File: config.mk
export PLATFORM = sky130hd
export DESIGN_NAME = inst_mem_arbiter
export DESIGN_NICKNAME = d
export VERILOG_FILES = /design/src/rtl/inst_mem_arbiter_pkg.sv /design/src/rtl/inst_arb_prio.sv /design/src/rtl/inst_mem_arbiter.sv
export SDC_FILE = /design/constraint.sdc
export NUM_CORES = 1
export LEC_CHECK = 0
export CAP_MARGIN = 10
export CORE_MARGIN = 5
export CORE_UTILIZATION = 41
export DETAILED_ROUTE_END_ITERATION = 10
export DONT_BUFFER_PORTS = 1
export RECOVER_POWER = 100
export SETUP_SLACK_MARGIN = 0.15
export SLEW_MARGIN = 10
export SYNTH_ARGS = -nofsm -noshare
export SYNTH_HDL_FRONTEND = slang
export SYNTH_HIERARCHICAL = 1
export SYNTH_SLANG_ARGS = --single-unit
export TNS_END_PERCENT = 30
File: constraint.sdc
create_clock -name clk -period 4.02 [get_ports clk]
set_input_delay 0.804 -clock clk [delete_from_list [all_inputs] [get_ports clk]]
set_output_delay 0.804 -clock clk [all_outputs]
set_load 0.05 [all_outputs]
File: src/rtl/inst_mem_arbiter_pkg.sv
// Shared constants for the instruction-ROM arbiter: ROM enable encodings,
// the all-zero word, and default arbitration parameters.
// Imported by inst_arb_prio and inst_mem_arbiter.
package inst_mem_arbiter_pkg;

  localparam logic        RomEnable  = 1'b1;
  localparam logic        RomDisable = 1'b0;
  localparam logic [31:0] Zero       = 32'h0000_0000;

  // Default number of consecutive cycles debug may lose to fetch.
  localparam int unsigned STARVE_MAX_DEFAULT = 4;
  // Default starvation counter width; must be able to hold STARVE_MAX.
  localparam int unsigned CNT_W_DEFAULT      = 4;

endpackage

File: src/rtl/inst_arb_prio.sv
// Fetch-priority winner select with bounded debug starvation.
// Latency: grant is combinational; starvation counter updates on the clock edge.
// Backpressure: none; at most one one-hot grant per cycle, forced low in reset.
module inst_arb_prio
  import inst_mem_arbiter_pkg::*;
#(
  parameter int unsigned STARVE_MAX = STARVE_MAX_DEFAULT,
  parameter int unsigned CNT_W      = CNT_W_DEFAULT
) (
  input  logic i_clk,
  input  logic i_rst_n,
  input  logic i_f_eff,
  input  logic i_d_req,
  output logic o_gnt_f,
  output logic o_gnt_d
);

  localparam logic [CNT_W-1:0] CntMax = CNT_W'(STARVE_MAX);
  localparam logic [CNT_W-1:0] CntSat = {CNT_W{1'b1}};

  logic [CNT_W-1:0] r_starve_cnt;
  logic             w_d_turn;
  logic             w_win_f;
  logic             w_win_d;

  // Debug takes the slot once it has lost STARVE_MAX consecutive contested cycles.
  always_comb begin
    w_d_turn = (r_starve_cnt == CntMax);
    w_win_f  = i_f_eff & ~(i_d_req & w_d_turn);
    w_win_d  = i_d_req & ~w_win_f;
  end

  assign o_gnt_f = i_rst_n & w_win_f;
  assign o_gnt_d = i_rst_n & w_win_d;

  // Count contested cycles lost by debug; clear whenever debug wins.
  always_ff @(posedge i_clk or negedge i_rst_n) begin
    if (!i_rst_n) begin
      r_starve_cnt <= '0;
    end else if (w_win_d) begin
      r_starve_cnt <= '0;
    end else if (w_win_f && i_d_req && (r_starve_cnt != CntSat)) begin
      r_starve_cnt <= r_starve_cnt + 1'b1;
    end
  end

endmodule

File: src/rtl/inst_mem_arbiter.sv
// Shares one combinational instruction ROM between fetch (F) and debug (D);
// optional misalignment trap under ARB_ALIGN_CHECK_EN.
// Latency: grant at T -> rvalid/rdata at T+1. Backpressure: none, requesters must take rvalid.
module inst_mem_arbiter
  import inst_mem_arbiter_pkg::*;
#(
  parameter int unsigned STARVE_MAX = STARVE_MAX_DEFAULT,
  parameter int unsigned CNT_W      = CNT_W_DEFAULT
) (
  input  logic        clk,
  input  logic        rst,
  input  logic        f_req,
  input  logic [31:0] f_addr,
  input  logic        f_flush,
  output logic        f_gnt,
  output logic        f_rvalid,
  output logic [31:0] f_rdata,
  input  logic        d_req,
  input  logic [31:0] d_addr,
  output logic        d_gnt,
  output logic        d_rvalid,
  output logic [31:0] d_rdata,
  output logic        mem_ce,
  output logic [31:0] mem_addr,
  input  logic [31:0] mem_data
`ifdef ARB_ALIGN_CHECK_EN
  ,
  output logic        f_err,
  output logic        d_err
`endif
);

  logic        w_f_eff;
  logic        w_f_gnt;
  logic        w_d_gnt;
  logic        w_f_mis;
  logic        w_d_mis;
  logic        w_f_acc;
  logic        w_d_acc;

  logic        r_f_rvalid;
  logic [31:0] r_f_rdata;
  logic        r_d_rvalid;
  logic [31:0] r_d_rdata;

  // A flushed fetch never competes for the ROM.
  assign w_f_eff = f_req & ~f_flush;

  inst_arb_prio #(
    .STARVE_MAX (STARVE_MAX),
    .CNT_W      (CNT_W)
  ) u_prio (
    .i_clk   (clk),
    .i_rst_n (rst),
    .i_f_eff (w_f_eff),
    .i_d_req (d_req),
    .o_gnt_f (w_f_gnt),
    .o_gnt_d (w_d_gnt)
  );

`ifdef ARB_ALIGN_CHECK_EN
  assign w_f_mis = (f_addr[1:0] != 2'b00);
  assign w_d_mis = (d_addr[1:0] != 2'b00);
`else
  assign w_f_mis = 1'b0;
  assign w_d_mis = 1'b0;
`endif

  // Misaligned grants are answered locally and leave the ROM idle.
  assign w_f_acc = w_f_gnt & ~w_f_mis;
  assign w_d_acc = w_d_gnt & ~w_d_mis;

  // Drive the ROM from the winner; park on Zero when no access is made.
  always_comb begin
    mem_ce   = RomDisable;
    mem_addr = Zero;
    if (w_f_acc) begin
      mem_ce   = RomEnable;
      mem_addr = f_addr;
    end else if (w_d_acc) begin
      mem_ce   = RomEnable;
      mem_addr = d_addr;
    end
  end

  // Capture ROM data for the granted port; rdata holds between responses.
  always_ff @(posedge clk or negedge rst) begin
    if (!rst) begin
      r_f_rvalid <= 1'b0;
      r_f_rdata  <= Zero;
      r_d_rvalid <= 1'b0;
      r_d_rdata  <= Zero;
    end else begin
      r_f_rvalid <= w_f_gnt;
      r_d_rvalid <= w_d_gnt;
      if (w_f_gnt) begin
        r_f_rdata <= w_f_mis ? Zero : mem_data;
      end
      if (w_d_gnt) begin
        r_d_rdata <= w_d_mis ? Zero : mem_data;
      end
    end
  end

`ifdef ARB_ALIGN_CHECK_EN
  logic r_f_err;
  logic r_d_err;

  // One-cycle error pulse accompanies the Zero response of a misaligned grant.
  always_ff @(posedge clk or negedge rst) begin
    if (!rst) begin
      r_f_err <= 1'b0;
      r_d_err <= 1'b0;
    end else begin
      r_f_err <= w_f_gnt & w_f_mis;
      r_d_err <= w_d_gnt & w_d_mis;
    end
  end

  assign f_err = r_f_err;
  assign d_err = r_d_err;
`endif

  assign f_gnt    = w_f_gnt;
  assign d_gnt    = w_d_gnt;
  assign f_rvalid = r_f_rvalid;
  assign f_rdata  = r_f_rdata;
  assign d_rvalid = r_d_rvalid;
  assign d_rdata  = r_d_rdata;

endmodule
==> Word-level counts from Yosys, hierarchy flattened <==
Index checks and enable logic that the tools add are counted.
{ "classes": {"n_addsub": 1, "n_eq_ne": 2, "muxes": 6, "bitwise_logic": 9, "reduce_logical": 3} }
{ "ops": {"columns": ["cell", "count"], "rows": [
  ["32-bit two-way mux", 2],
  ["4-bit two-way mux", 2],
  ["1-bit AND", 6],
  ["4-bit by 1-bit adder with 4-bit output (second input constant)", 1],
  ["4-bit by 3-bit equality test with 1-bit output (second input constant)", 1],
  ["4-bit inequality test (second input constant)", 1],
  ["1-bit inverter", 3],
  ["1-bit logical AND", 2],
  ["1-bit two-way mux", 2],
  ["2-bit nonzero test", 1]
]} }
{ "totals": {"regBits": 70, "input_bits": 101, "out_inout_bits": 101, "elab_cells": 26} }

==> Logic depth before layout (Yosys ltp) <==
{ "logic_depth": {"ltp_word": 9, "depth_mapped": 9, "mapped_depth_nobuf": 7} }

==> Cells and area by module <==
Netlist, hierarchy kept.
{ "by_module_without_submodules": {"columns": ["module", "n_inst", "cells_per_inst", "area_each_um2", "seq_area_each_um2"], "rows": [
  ["inst_mem_arbiter", 1, 184, 2851.5, 1651.6],
  ["inst_arb_prio", 1, 31, 290.3, 100.1]
]} }

==> Least setup slack after synthesis <==
OpenSTA, ideal clock, no wires.
{ "synth_timing": {"path_kind": "input -> output", "startpoint": "in d_req", "endpoint": "out mem_addr[29]", "t_arrival_ps": 3139, "required_ps": 3216, "slack_ps": 77, "stages": 7, "path_buffers": 3, "cell_sequence": "buf_4 -> a21boi_2 -> and2_1 -> buf_4 -> buf_6 -> nand2_1 -> o21ai_0"} }
{ "synth_between": {"elab_chain_cells": 8, "word_cells_on_any_way": 9, "cone_classes": "2 x mux; 7 x bitwise"} }
{ "synth_lines": {"columns": ["element", "line", "rtl"], "rows": [
  ["from (decl)", "inst_mem_arbiter.sv:18", "input logic d_req,"],
  ["1-bit AND", "inst_arb_prio.sv:29", "w_win_f = i_f_eff & ~(i_d_req & w_d_turn);"],
  ["1-bit inverter", "inst_arb_prio.sv:29", null],
  ["1-bit AND", "inst_arb_prio.sv:29", null],
  ["1-bit inverter", "inst_arb_prio.sv:30", "w_win_d = i_d_req & ~w_win_f;"],
  ["1-bit AND *", "inst_arb_prio.sv:30", null],
  ["1-bit AND *", "inst_arb_prio.sv:34", "assign o_gnt_d = i_rst_n & w_win_d;"],
  ["named net d_gnt", "inst_mem_arbiter.sv:20", "output logic d_gnt,"],
  ["32-bit two-way mux *", "inst_mem_arbiter.sv:80", "end else if (w_d_acc) begin"],
  ["32-bit two-way mux *", "inst_mem_arbiter.sv:77", "if (w_f_acc) begin"],
  ["to (decl)", "inst_mem_arbiter.sv:24", "output logic [31:0] mem_addr,"]
]} }
The timed path passes the listed nets; every way through them passes the cells marked *.

==> Final worst setup path <==
{ "layout_timing": {"startpoint": "reg u_prio.r_starve_cnt[0]", "endpoint": "out mem_addr[29]"} }
{ "layout_between": {"elab_chain_cells": 9, "word_cells_on_any_way": 10, "cone_classes": "1 x eq/ne; 2 x mux; 7 x bitwise"} }
{ "layout_lines": {"columns": ["element", "line", "rtl"], "rows": [
  ["from (decl)", "inst_arb_prio.sv:21", "logic [CNT_W-1:0] r_starve_cnt;"],
  ["from (signal assigned)", "inst_arb_prio.sv:43", "r_starve_cnt <= r_starve_cnt + 1'b1;"],
  ["4-bit by 3-bit equality test with 1-bit output *", "inst_arb_prio.sv:28", "w_d_turn = (r_starve_cnt == CntMax);"],
  ["1-bit AND *", "inst_arb_prio.sv:29", null],
  ["1-bit inverter *", "inst_arb_prio.sv:29", null],
  ["1-bit AND *", "inst_arb_prio.sv:29", null],
  ["1-bit inverter", "inst_arb_prio.sv:30", null],
  ["1-bit AND", "inst_arb_prio.sv:30", null],
  ["1-bit AND", "inst_arb_prio.sv:34", null],
  ["32-bit two-way mux", "inst_mem_arbiter.sv:80", null],
  ["32-bit two-way mux *", "inst_mem_arbiter.sv:77", null]
]} }
Every way passes the cells marked *; elsewhere a longest branch is shown, timed or not.

==> run summary <==
============================================================================
Clock-pin transition on the worst setup and hold timing paths        0.08 ns
Cells after synthesis                                                    215
Post-Synthesis Cell Area                                            3140 um2
Switching power total                                             0.000948 W
Crit path required time                                              3.22 ns
Share of the yosys chip area belonging to registers                    55.8%
Number of I/O port buffers                                                 0
Result of the run                                               complete, no violations
Category of the most critical setup path                        register to output port
Sequential cell fraction of total power                                62.4%
Arrival @ worst endpoint                                             2.84 ns
Cts bufs inserted                                                          9
Multi-input gate area                                               1200 um2
Maximum level of the CTS H-tree                                            3
Most used DFF post-synth                                             dfrtp_1
Delay of the slowest cell on the worst path                          0.49 ns
Fraction of power spent switching nets                                 43.6%
First-pass GRT wire length                                          13100 um
IO Count                                                                 202
Clock tree sinks                                                          70
Cell Rows                                                                 32
Final Power                                                        0.00218 W
Clk network pwr share                                                  25.7%
Count of distinct cell types in the synthesized netlist                   27
CP Max Fanout                                                             37
Detailed placement HPWL                                              6520 um
Overall track demand over capacity in global routing                   18.1%
Detailed-route wire length                                           8540 um
Initial Util                                                           41.3%
Post-synthesis async set-or-reset flop share                            100%
Worst-case clock buffer depth                                              2
Final clock period utilization by the worst path                       90.6%
Slack of the worst reg-to-reg path                                   1.07 ns
Clk Latency, worst-skew pair                                         0.34 ns
GRT overflow                                                               0
CTS root buf                                                        clkbuf_8
Height of the die                                                    97.5 um
Final max-slew violation count                                             0
RSZ-0062 raised after global routing                                      no
CP Capture Type                                                  output port
Filler-free cell count of the finished design                            325
Quantity of gates resized following cts                                    0
Number of buffers inserted by post-CTS setup repair                        0
Number of setup violations in the final report                             0
Pwr dens                                                          652 nW/um2
Placer congestion estimate                                             0.900
Worst reg-to-reg path cell count                                           7
Worst slew margin relative to its limit                                28.2%
Maximum number of pins on one net before global-route repair              73
RR Startpoint                                                   u_prio/r_starve_cnt[0]
Leakage dissipation                                                  1.38 nW
Initial antenna violation count                                            3
Synthesized net count                                                    318
Post-layout net count                                                    318
Count of flip-flops with a built-in enable after synthesis                 0
Maximum Capacitance Violations                                             0
Accumulated negative setup slack                                        0 ns
Vias in the first global route                                          2033
First drt pass iteration count                                             4
Core region area                                                    7610 um2
Layout overhead on the synthesized area                                6.29%
Time the final worst path needs with I/O delays and setup            3.64 ns
Timing-limited maximum frequency                                     275 MHz
Final worst clock skew                                             0.0121 ns
Layout filler cell count                                                 718
Seq cells post-synth                                                      70
Sequential cell area                                                1750 um2
Number of design rule violations left after detail routing                 0
Critical-path cell list                                         inv_1 > ha_1 > nand3b_1 > a21boi_2 > and2_2 > buf_4 > nand2_1 > o21ai_1 > clkbuf_1
Critical path startpoint                                        u_prio/r_starve_cnt[0]
Final count of hold timing violations                                      0
Capturing point of the worst reg2reg path                         f_rdata[6]
Hold WC Path Type                                               input pin to asynchronous set/reset pin
Horizontal extent of the die                                         97.5 um
Via total after detailed routing                                        1860
DP Cell Count                                                            306
Initial DRC Count                                                         58
Die area                                                            9510 um2
Antenna Nets Post-Route                                                    0
Slew @ Worst Pin                                                     1.08 ns
CP max-delay cell                                                      buf_4
CTS hold repair buffers                                                    0
Internal Pwr Total                                                 0.00123 W
Crit start category                                                 register
Fraction of layout instances using a drive strength above 1            40.0%
Synthesized area per cell                                           14.6 um2
Relative contribution of combinational cells to total power            11.9%
Peak VDD IR                                                         0.342 mV
Timing endpoint of the critical path                            mem_addr[29]
TritonCTS clock tree                                                    done
Yosys Warn Count                                                           6
Average wire length per cell after detail routing                    26.3 um
DR vias/cell                                                            5.72
============================================================================
placed cells by master, fill, tap and decap left out, drive strengths merged, types with 3 or more instances in the layout:
cell type,netlist,layout
mux2,64,64
dfrtp,70,70
nand4,3,3
buf,17,3
inv,3,5
a22o,30,30
nand2,4,4
clkbuf,0,13
diode,0,3
critical path, delay by kind of cell, from the launching register on:
kind                     cells  cell delay [ns]
AND/OR/NAND/NOR              3             0.42
flip-flops                   1             0.43
adder cells (fa/ha/maj)      1             0.17
AO/OA/AOI/OAI                2             0.38
buffers and inverters        3             1.07
cell families after synthesis:
kind of cell	synth area share (%)
AO/OA/AOI/OAI	10.1
adder cells (fa/ha/maj)	0.796
buffers and inverters	6.09
flip-flops	55.8
multiplexers	22.9
AND/OR/NAND/NOR	4.34
sequential cells by signal (all words and copies together) (netlist names):
signal               count
d_rdata                 32
d_rvalid                 1
f_rdata                 32
f_rvalid                 1
u_prio/r_starve_cnt      4
through the flow:
stage,hold WS (ns),setup WS (ns),area (um2),utilization [%]
floorplan,0.508,0.0775,3140,-
global placement,0.511,0.701,3150,41.4
detailed placement,0.511,0.669,3150,41.4
CTS,0.120,0.407,3340,43.9
global route,0.113,0.140,3340,43.9
finish,0.147,0.379,3340,43.9
synth_stat cells, types with 2 or more instances:
| library cell | number | area (um2) |
|---|---|---|
| nand2_1 | 4 | 15.0 |
| a21oi_1 | 2 | 10.0 |
| a22o_1 | 30 | 263 |
| buf_4 | 3 | 22.5 |
| buf_6 | 14 | 158 |
| dfrtp_1 | 70 | 1750 |
| nand3_1 | 2 | 10.0 |
| nor3_1 | 2 | 10.0 |
| inv_1 | 3 | 11.3 |
| o21ai_0 | 2 | 10.0 |
| nand4_1 | 3 | 18.8 |
| mux2_2 | 64 | 721 |
| ha_1 | 2 | 25.0 |
power groups by stage:
| stage | logic, W | registers [W] | clock network, W |
|---|---|---|---|
| finish | 0.000259 | 0.00136 | 0.000559 |
| detailed placement | 0.000264 | 0.00138 | 0 |
| global placement | 0.000255 | 0.00138 | 0 |
| global route | 0.000280 | 0.00138 | 0.000623 |
| floorplan | 0.000249 | 0.00134 | 0 |
| CTS | 0.000264 | 0.00136 | 0.000583 |
worst min path at each step:
stage,start,end,slack [ns],cells after the start
finish,rst,d_rdata[12],0.15,0
global placement,rst,d_rdata[12],0.51,0
floorplan,rst,d_rdata[0],0.51,0
detailed placement,rst,d_rdata[12],0.51,0
global route,rst,d_rdata[14],0.11,0
CTS,rst,d_rdata[12],0.12,0
layout make-up:
| cell class | instances | area share, % |
|---|---|---|
| Timing Repair Buffer | 6 | 1.39 |
| Sequential cell | 70 | 52.5 |
| Clock inverter | 6 | 2.02 |
| Inverter | 3 | 0.337 |
| Clock buffer | 10 | 3.82 |
| Multi-Input combinational cell | 125 | 35.9 |
| Antenna cell | 3 | 0.225 |
| Tap cell | 102 | 3.82 |
layer usage:
layer / routed length (um) / share of wire, % / vias to the layer above / GRT usage (%)
met2: 4490 / 53 / 122 / 30.6
met1: 2680 / 31 / 914 / 17.5
met3: 948 / 11 / 21 / 8.54
met5: 0 / 0 / - / 0
li1: - / - / 803 / -
met4: 412 / 4.8 / 0 / 11.7
Power figures use the tool's default switching activity.
